### config.mk
export PLATFORM = sky130hd
export DESIGN_NAME = nn_layer_sequencer
export DESIGN_NICKNAME = d
export VERILOG_FILES = /design/src/rtl/nn_layer_sequencer.sv
export SDC_FILE = /design/constraint.sdc
export NUM_CORES = 1
export LEC_CHECK = 0
export CAP_MARGIN = 10
export CORE_MARGIN = 2
export CORE_UTILIZATION = 30
export DETAILED_ROUTE_END_ITERATION = 6
export PLACE_DENSITY = 0.77
export SLEW_MARGIN = 40
export SYNTH_ARGS = -nofsm -noshare
export SYNTH_HDL_FRONTEND = slang
export SYNTH_SLANG_ARGS = --single-unit
### constraint.sdc
create_clock -name clk -period 1.9 [get_ports clk]
set_clock_uncertainty 0.15 [all_clocks]
set_input_delay 0.38 -clock clk [delete_from_list [all_inputs] [get_ports clk]]
set_output_delay 0.38 -clock clk [all_outputs]
set_load 0.02 [all_outputs]
### src/rtl/nn_layer_sequencer.sv
// Sequences one valid/ready byte stream into the layer's parameter file and input register, then settles and recurs.
// Latency: done at 5+SETTLE_CYC+passes*(1+SETTLE_CYC) cycles after start (+24 with params); cfg_ready only in load states.
// Backpressure: gaps in cfg_valid stall the load states; abort drops cfg_ready so nothing is accepted that cycle.
module nn_layer_sequencer #(
    parameter int N_NEURONS  = 4,
    parameter int N_PARAMS   = 6,
    parameter int DATA_W     = 8,
    parameter int SETTLE_CYC = 1,
    localparam int ADDR_W    = $clog2(N_NEURONS * N_PARAMS),
    localparam int SEL_W     = $clog2(N_NEURONS)
) (
    input  logic                          clk,
    input  logic                          rstn,
    input  logic                          start,
    input  logic                          abort,
    input  logic                          load_params,
    input  logic [1:0]                    num_passes,
    input  logic                          cfg_valid,
    input  logic [DATA_W-1:0]             cfg_data,
    output logic                          cfg_ready,
    output logic                          param_we,
    output logic [ADDR_W-1:0]             param_addr,
    output logic [DATA_W-1:0]             param_wdata,
    output logic                          in_we,
    output logic [SEL_W-1:0]              in_sel,
    output logic [DATA_W-1:0]             in_wdata,
    output logic                          feedback_en,
    input  logic [N_NEURONS*DATA_W-1:0]   neuron_out,
    output logic [N_NEURONS*DATA_W-1:0]   result,
    output logic                          result_valid,
    output logic                          busy,
    output logic                          done
);

    localparam int SET_W = (SETTLE_CYC > 1) ? $clog2(SETTLE_CYC) : 1;

    typedef enum logic [2:0] {
        S_IDLE,
        S_LOAD_PARAM,
        S_LOAD_INPUT,
        S_SETTLE,
        S_FEEDBACK,
        S_DONE
    } state_t;

    state_t                        r_state;
    logic [ADDR_W-1:0]             r_byte_cnt;
    logic [1:0]                    r_passes;
    logic [1:0]                    r_pass_cnt;
    logic [SET_W-1:0]              r_settle_cnt;
    logic [N_NEURONS*DATA_W-1:0]   r_result;
    logic                          r_result_valid;

    logic w_loading;
    logic w_accept;
    logic w_last_param;
    logic w_last_input;
    logic w_settled;

    // abort wins over the handshake, so ready is withdrawn in that cycle
    assign w_loading    = (r_state == S_LOAD_PARAM) || (r_state == S_LOAD_INPUT);
    assign cfg_ready    = w_loading & ~abort;
    assign w_accept     = cfg_valid & cfg_ready;
    assign w_last_param = (r_byte_cnt == ADDR_W'(N_NEURONS * N_PARAMS - 1));
    assign w_last_input = (r_byte_cnt == ADDR_W'(N_NEURONS - 1));
    assign w_settled    = (r_settle_cnt == SET_W'(SETTLE_CYC - 1));

    assign param_we     = w_accept && (r_state == S_LOAD_PARAM);
    assign param_addr   = r_byte_cnt;
    assign param_wdata  = cfg_data;
    assign in_we        = w_accept && (r_state == S_LOAD_INPUT);
    assign in_sel       = r_byte_cnt[SEL_W-1:0];
    assign in_wdata     = cfg_data;
    assign feedback_en  = (r_state == S_FEEDBACK);
    assign done         = (r_state == S_DONE);
    assign busy         = (r_state != S_IDLE);
    assign result       = r_result;
    assign result_valid = r_result_valid;

    always_ff @(posedge clk) begin
        if (!rstn) begin
            r_state        <= S_IDLE;
            r_byte_cnt     <= '0;
            r_passes       <= '0;
            r_pass_cnt     <= '0;
            r_settle_cnt   <= '0;
            r_result       <= '0;
            r_result_valid <= 1'b0;
        end else if (abort) begin
            r_state        <= S_IDLE;
            r_result_valid <= 1'b0;
        end else begin
            case (r_state)
                S_IDLE: begin
                    if (start) begin
                        r_passes       <= num_passes;
                        r_byte_cnt     <= '0;
                        r_pass_cnt     <= '0;
                        r_result_valid <= 1'b0;
                        r_state        <= load_params ? S_LOAD_PARAM : S_LOAD_INPUT;
                    end
                end
                S_LOAD_PARAM: begin
                    if (w_accept) begin
                        if (w_last_param) begin
                            r_byte_cnt <= '0;
                            r_state    <= S_LOAD_INPUT;
                        end else begin
                            r_byte_cnt <= r_byte_cnt + ADDR_W'(1);
                        end
                    end
                end
                S_LOAD_INPUT: begin
                    if (w_accept) begin
                        if (w_last_input) begin
                            r_byte_cnt   <= '0;
                            r_settle_cnt <= '0;
                            r_state      <= S_SETTLE;
                        end else begin
                            r_byte_cnt <= r_byte_cnt + ADDR_W'(1);
                        end
                    end
                end
                S_SETTLE: begin
                    // the last settle cycle is when neuron_out is trusted
                    if (w_settled) begin
                        if (r_pass_cnt == r_passes) begin
                            r_result       <= neuron_out;
                            r_result_valid <= 1'b1;
                            r_state        <= S_DONE;
                        end else begin
                            r_state <= S_FEEDBACK;
                        end
                    end else begin
                        r_settle_cnt <= r_settle_cnt + SET_W'(1);
                    end
                end
                S_FEEDBACK: begin
                    r_pass_cnt   <= r_pass_cnt + 2'd1;
                    r_settle_cnt <= '0;
                    r_state      <= S_SETTLE;
                end
                S_DONE: begin
                    r_state <= S_IDLE;
                end
                default: begin
                    r_state <= S_IDLE;
                end
            endcase
        end
    end

endmodule
== Word-level counts from Yosys, hierarchy flattened ==
Cells that the tools add are included.
Widths: inputs -> output; s select.

* Flip-flop bits (word level): 46
* Bits of input ports: 48
* Output and inout bits: 62

* Bitwise gates (word level): 5
* Reduce and logical (&&, ||, !) cells: 17
* Eq/ne operators: 15
* Add/subtract/negate cells: 3
* Mux-type cells: 25

{| class="wikitable"
|+ Operators with widths
! cell !! number
|-
| $mux 5 || 5
|-
| $mux 3 || 6
|-
| $pmux 3 s5 || 1
|-
| $pmux 5 s3 || 1
|-
| $ne 2x2->1 const B || 7
|-
| $reduce_and 4->1 || 3
|-
| $reduce_bool 3->1 || 3
|-
| $mux 1 || 7
|-
| $eq 3x2->1 const B || 2
|-
| $eq 3x3->1 const B || 2
|-
| $reduce_and 3->1 || 2
|-
| $reduce_and 6->1 || 1
|-
| $add 5x1->5 const B || 1
|-
| $eq 5x2->1 const B || 1
|-
| $eq 5x5->1 const B || 1
|-
| $reduce_and 5->1 || 1
|-
| $mux 2 || 2
|-
| $pmux 2 s2 || 1
|-
| $reduce_bool 2->1 || 2
|-
| $eq 3x1->1 const B || 1
|-
| $logic_not 3->1 || 1
|-
| $not 1->1 || 3
|-
| $pmux 1 s3 || 1
|-
| $add 2x1->2 const B || 1
|-
| 7 further kinds || 9
|}

== Depth between registers and ports, before layout ==
* Depth in word-level cells: 6
* Gate-level depth with buffers: 5
* Mapped depth without buffers: 5

== Worst setup path before layout ==
OpenSTA, ideal clock, no wires.

* Path type: reg2reg
* Start: register r_byte_cnt[0] (netlist: param_addr[0])
* End: register r_state[0]
* Setup slack: -34 ps
* Arrival time: 1,662 ps
* Required time: 1,628 ps
* Cell stages (with the launch flop): 6
* Cells stage by stage: dfxtp_1 -> ha_1 -> nor4b_2 -> a2bb2oi_1 -> o21ai_1 -> o311a_1

* Word-level cells in the longest chain between the ends: 3
* Elaborated cells between the ends (all ways): 5
* Those cells by class: eq/ne: 4; reduce/logical: 1

{| class="wikitable"
|+ RTL lines
! item !! line !! RTL
|-
| from (decl) || 47 || <nowiki>logic [ADDR_W-1:0] r_byte_cnt;</nowiki>
|-
| from (signal assigned) || 109 || <nowiki>r_byte_cnt <= r_byte_cnt + ADDR_W'(1);</nowiki>
|-
| from (signal assigned) || 120 || <nowiki>r_byte_cnt <= r_byte_cnt + ADDR_W'(1);</nowiki>
|-
| $eq 5x2->1 / $eq 5x5->1 (equally long branches) || 65, 64 ||
|-
| $ne 2x2->1 (no line) || -- ||
|-
| $reduce_and 6->1 (no line) (*) || -- ||
|-
| to (signal assigned) || 100 || <nowiki>r_state <= load_params ? S_LOAD_PARAM : S_LOAD_INPUT;</nowiki>
|-
| to (decl) || 46 || <nowiki>state_t r_state;</nowiki>
|}

Mark *: on every way between the ends. The rest lies on a longest branch, timed or not.
A chain may end at the register's enable or synchronous reset.

== Worst setup path in the final report ==
* Start: register r_state[2]
* End: register r_result[12] (netlist: result[12])

* Word-level cells in the longest chain between the ends: 2

{| class="wikitable"
|+ RTL lines
! item !! line !! RTL
|-
| $eq 3x2->1 || 93 || <nowiki>case (r_state)</nowiki>
|-
| $reduce_and 4->1 (no line) || -- ||
|-
| to (signal assigned) || 128 || <nowiki>r_result <= neuron_out;</nowiki>
|-
| to (decl) || 51 || <nowiki>logic [N_NEURONS*DATA_W-1:0] r_result;</nowiki>
|}

No other way between the ends.

==> results_dict.tcl <==
set metrics [dict create \
    min_to "result_valid" \
    yosys.area_share.adder_pct 0.561 \
    worstSetupStartpointType "register" \
    drt_iter0_drc 36 \
    place_worst_setup_slack_ns -0.439 \
    slew_headroom_pct 76.7 \
    seq_power_share_pct 51.0 \
    max_freq_ghz 0.528 \
    port-buffer-count 85 \
    max_cap_viol_count 0 \
    dieArea_sq_um 8140 \
    synthXorXnorAreaFrac_pct 1.18 \
    rsz0062_at_grt "true" \
    yosysTopAreaCell "dfxtp_1" \
    dr_wl_met3_microns 260 \
    clk_latency_ns 0.30 \
    place_area_sq_um 3250 \
    multiInputGateArea_sq_um 1180 \
    place.gp.congestion 0.824 \
    grt_use_total_pct 13.1 \
    clk_pin_slew_ns 0.09 \
    synth_cell_types 51 \
    r2r_slack_ns 0.005 \
    setup_viol 0 \
    grt_max_degree 34 \
    power.switching_uw 480 \
    holdPathStages 1 \
    clock_path_buffers 2 \
    wl_met2_microns 3100 \
    routedWlPerCell_microns 14.2 \
    vias 1958 \
    grt_overflow 0 \
    worst_pin_slew_ns 0.348 \
    cts_tree "yes" \
    crit_type "register to register" \
    seq_area_sq_um 906 \
    critPathArrivalTime_ns 1.94 \
    die_w_microns 90.2 \
    coreArea_sq_um 7210 \
    hpwl_microns 3970 \
    rows 31 \
    die_height_microns 90.2 \
    grt_pass1_wl_microns 8870 \
    status "finished, final reports clean" \
    num_io_pins 110 \
    clockPowerShare_pct 32.3 \
    setup_ws_ns 0.00495 \
    cp.required_ns 1.94 \
    combPwrFrac_pct 16.6 \
    fillers 684 \
    r2r_start "r_state[2]" \
    synth_top_area_share_pct 40.4 \
    regToRegEndpoint "result[12]" \
    drive_above_1_share_pct 20.6 \
    fin_nets 373 \
    first_pass_iters 4 \
    postRouteAntennaNets 0 \
    ys_top_cells_by_count "dfxtp_1, nor2b_1, mux2i_1" \
    synthCells 227 \
    cts_inserted_buffers 5 \
    drc 0 \
    start_util_pct 30.9 \
    yosysMostFrequentCell "dfxtp_1" \
    synth_mux_area_share_pct 14.4 \
    area_delta_synth_final_pct 56.1 \
    vias_per_cell 4.62 \
    yosys_warnings 0 \
    syn_area_sq_um 2230 \
    wl_met1_microns 2580 \
    ys_ff_latch 45 \
    power_leakage_nw 1.28 \
    cts_num_sinks 45 \
    powerDensity_nw_per_um2 539 \
    diodes 0 \
    fin_crit_ns 1.90 \
    antenna_found_initial 0 \
    final_area_sq_um 3480 \
    period_share_pct 99.7 \
    wirelength_microns 6000 \
    reg2reg_depth 7 \
    hold_viol 0 \
    p_sw_share_pct 25.6 \
    async_flop_share_pct 0 \
    synthSimpleGateAreaFrac_pct 22.5 \
    synth_top_family_by_area "simple AND/OR/NAND/NOR gates" \
    min-delay-start "result_valid" \
    cts_root_buf "clkbuf_8" \
    synth.area.top_cells "dfxtp_1, mux2i_1, nor2b_1" \
    h-tree-depth 2 \
    synth_compound_area_share_pct 10.9 \
    ys_seq_area_share_pct 40.4 \
    synth_edf_count 0 \
    slew_viol_final 0 \
    end_kind "register" \
    hold_class "register to register" \
    hold_buffers 0 \
    top_layer "met4" \
    grt_pass1_vias 1906 \
    crit_path_max_fanout 8 \
    syn_avg_cell_area_sq_um 9.83 \
    syn-num-nets 276 \
    ir_drop_uv 283 \
    synth_ff_type "dfxtp_1" \
    p_int_mw 1.40 \
]
[registers in the layout (all words and copies together) (netlist names)]
register and cells:
result 32, param_addr 5, r_state 3, r_pass_cnt 2
r_passes 2, result_valid 1
[cell usage in the layout (no fill, tap or decap), drive strengths merged, types with 2 or more instances in the layout]
master and count:
a211oi 3, a21boi 4, a21oi 5, buf 39
clkbuf 7, clkdlybuf4s50 71, dfxtp 45, dlygate4sd2 7
inv 6, mux2i 32, nand2 4, nand2b 5
nand3 3, nor2 8, nor2b 36, nor3 4
nor3b 2, nor4 3, o21ai 6, o32ai 2
or3b 2, xor2 3
[critical path, stage by stage (launching register included)]
cell,delay [ns]
dfxtp_2,0.35
buf_6,0.13
nand3b_1,0.21
nor4_4,0.31
buf_4,0.18
clkbuf_16,0.18
mux2i_2,0.22
nor2b_1,0.06
[power groups by stage]
stage	Sequential [mW]	Combinational [mW]	Clock [mW]
2_1_floorplan	0.983	0.174	0
3_3_place_gp	0.979	0.289	0
3_5_place_dp	0.979	0.293	0
4_1_cts	0.957	0.294	0.640
5_1_grt	0.960	0.338	0.675
6_report	0.958	0.313	0.608
[through the flow]
stage | cells | power (mW) | hold WS, ns | setup TNS (ns) | utilization (%)
6_report | 424 | 1.88 | 0.361 | 0 | 48.3
5_1_grt | 424 | 1.97 | 0.381 | -1.46 | 48.3
4_1_cts | 418 | 1.89 | 0.358 | 0 | 46.1
3_5_place_dp | 410 | 1.27 | 0.343 | -12.26 | 45.1
3_3_place_gp | 410 | 1.27 | 0.332 | -11.13 | 45.1
2_1_floorplan | 227 | 1.16 | 0.319 | 0 | -
[logic make-up (layout without fill, tap and decap cells)]
logic type	count (synthesis)	count (layout)
AND/OR/NAND/NOR	78	78
flip-flops	45	45
buffers and inverters	35	133
AO/OA/AOI/OAI	33	33
multiplexers	32	32
XOR/XNOR	3	3
adder cells (fa/ha/maj)	1	1
[per-layer routing]
layer,vias up,global-route usage (%)
met5,-,0
met4,0,3.85
met3,10,3.44
met2,57,23.0
met1,921,15.6
li1,970,-
[how the worst max path moves through the flow]
| stage | startpoint | endpoint | slack [ns] |
|---|---|---|---|
| after global placement | abort | cfg_ready | -0.43 |
| after global routing | r_state[2] | result[12] | -0.11 |
| after floorplan | param_addr[1] | r_state[0] | 0.02 |
| after CTS | r_state[2] | result[29] | 0.004 |
| final | r_state[2] | result[12] | 0.005 |
| after detailed placement | cfg_valid | in_we | -0.44 |
[final cells by class]
| class | count | area share (%) |
|---|---|---|
| clock inverters | 3 | 0.611 |
| flip-flops and latches | 45 | 26.0 |
| clock buffers | 5 | 1.98 |
| repair buffers | 120 | 33.5 |
| multi-input cells | 147 | 33.8 |
| inverters | 5 | 0.539 |
| well taps | 99 | 3.56 |
[repair_timing]
item,CTS,global route
setup buffers,0,3
endpoints found under the setup margin,18,43
resized for setup,36,21
pin swaps,0,4
cloned,0,3
Power figures use the tool's default switching activity.
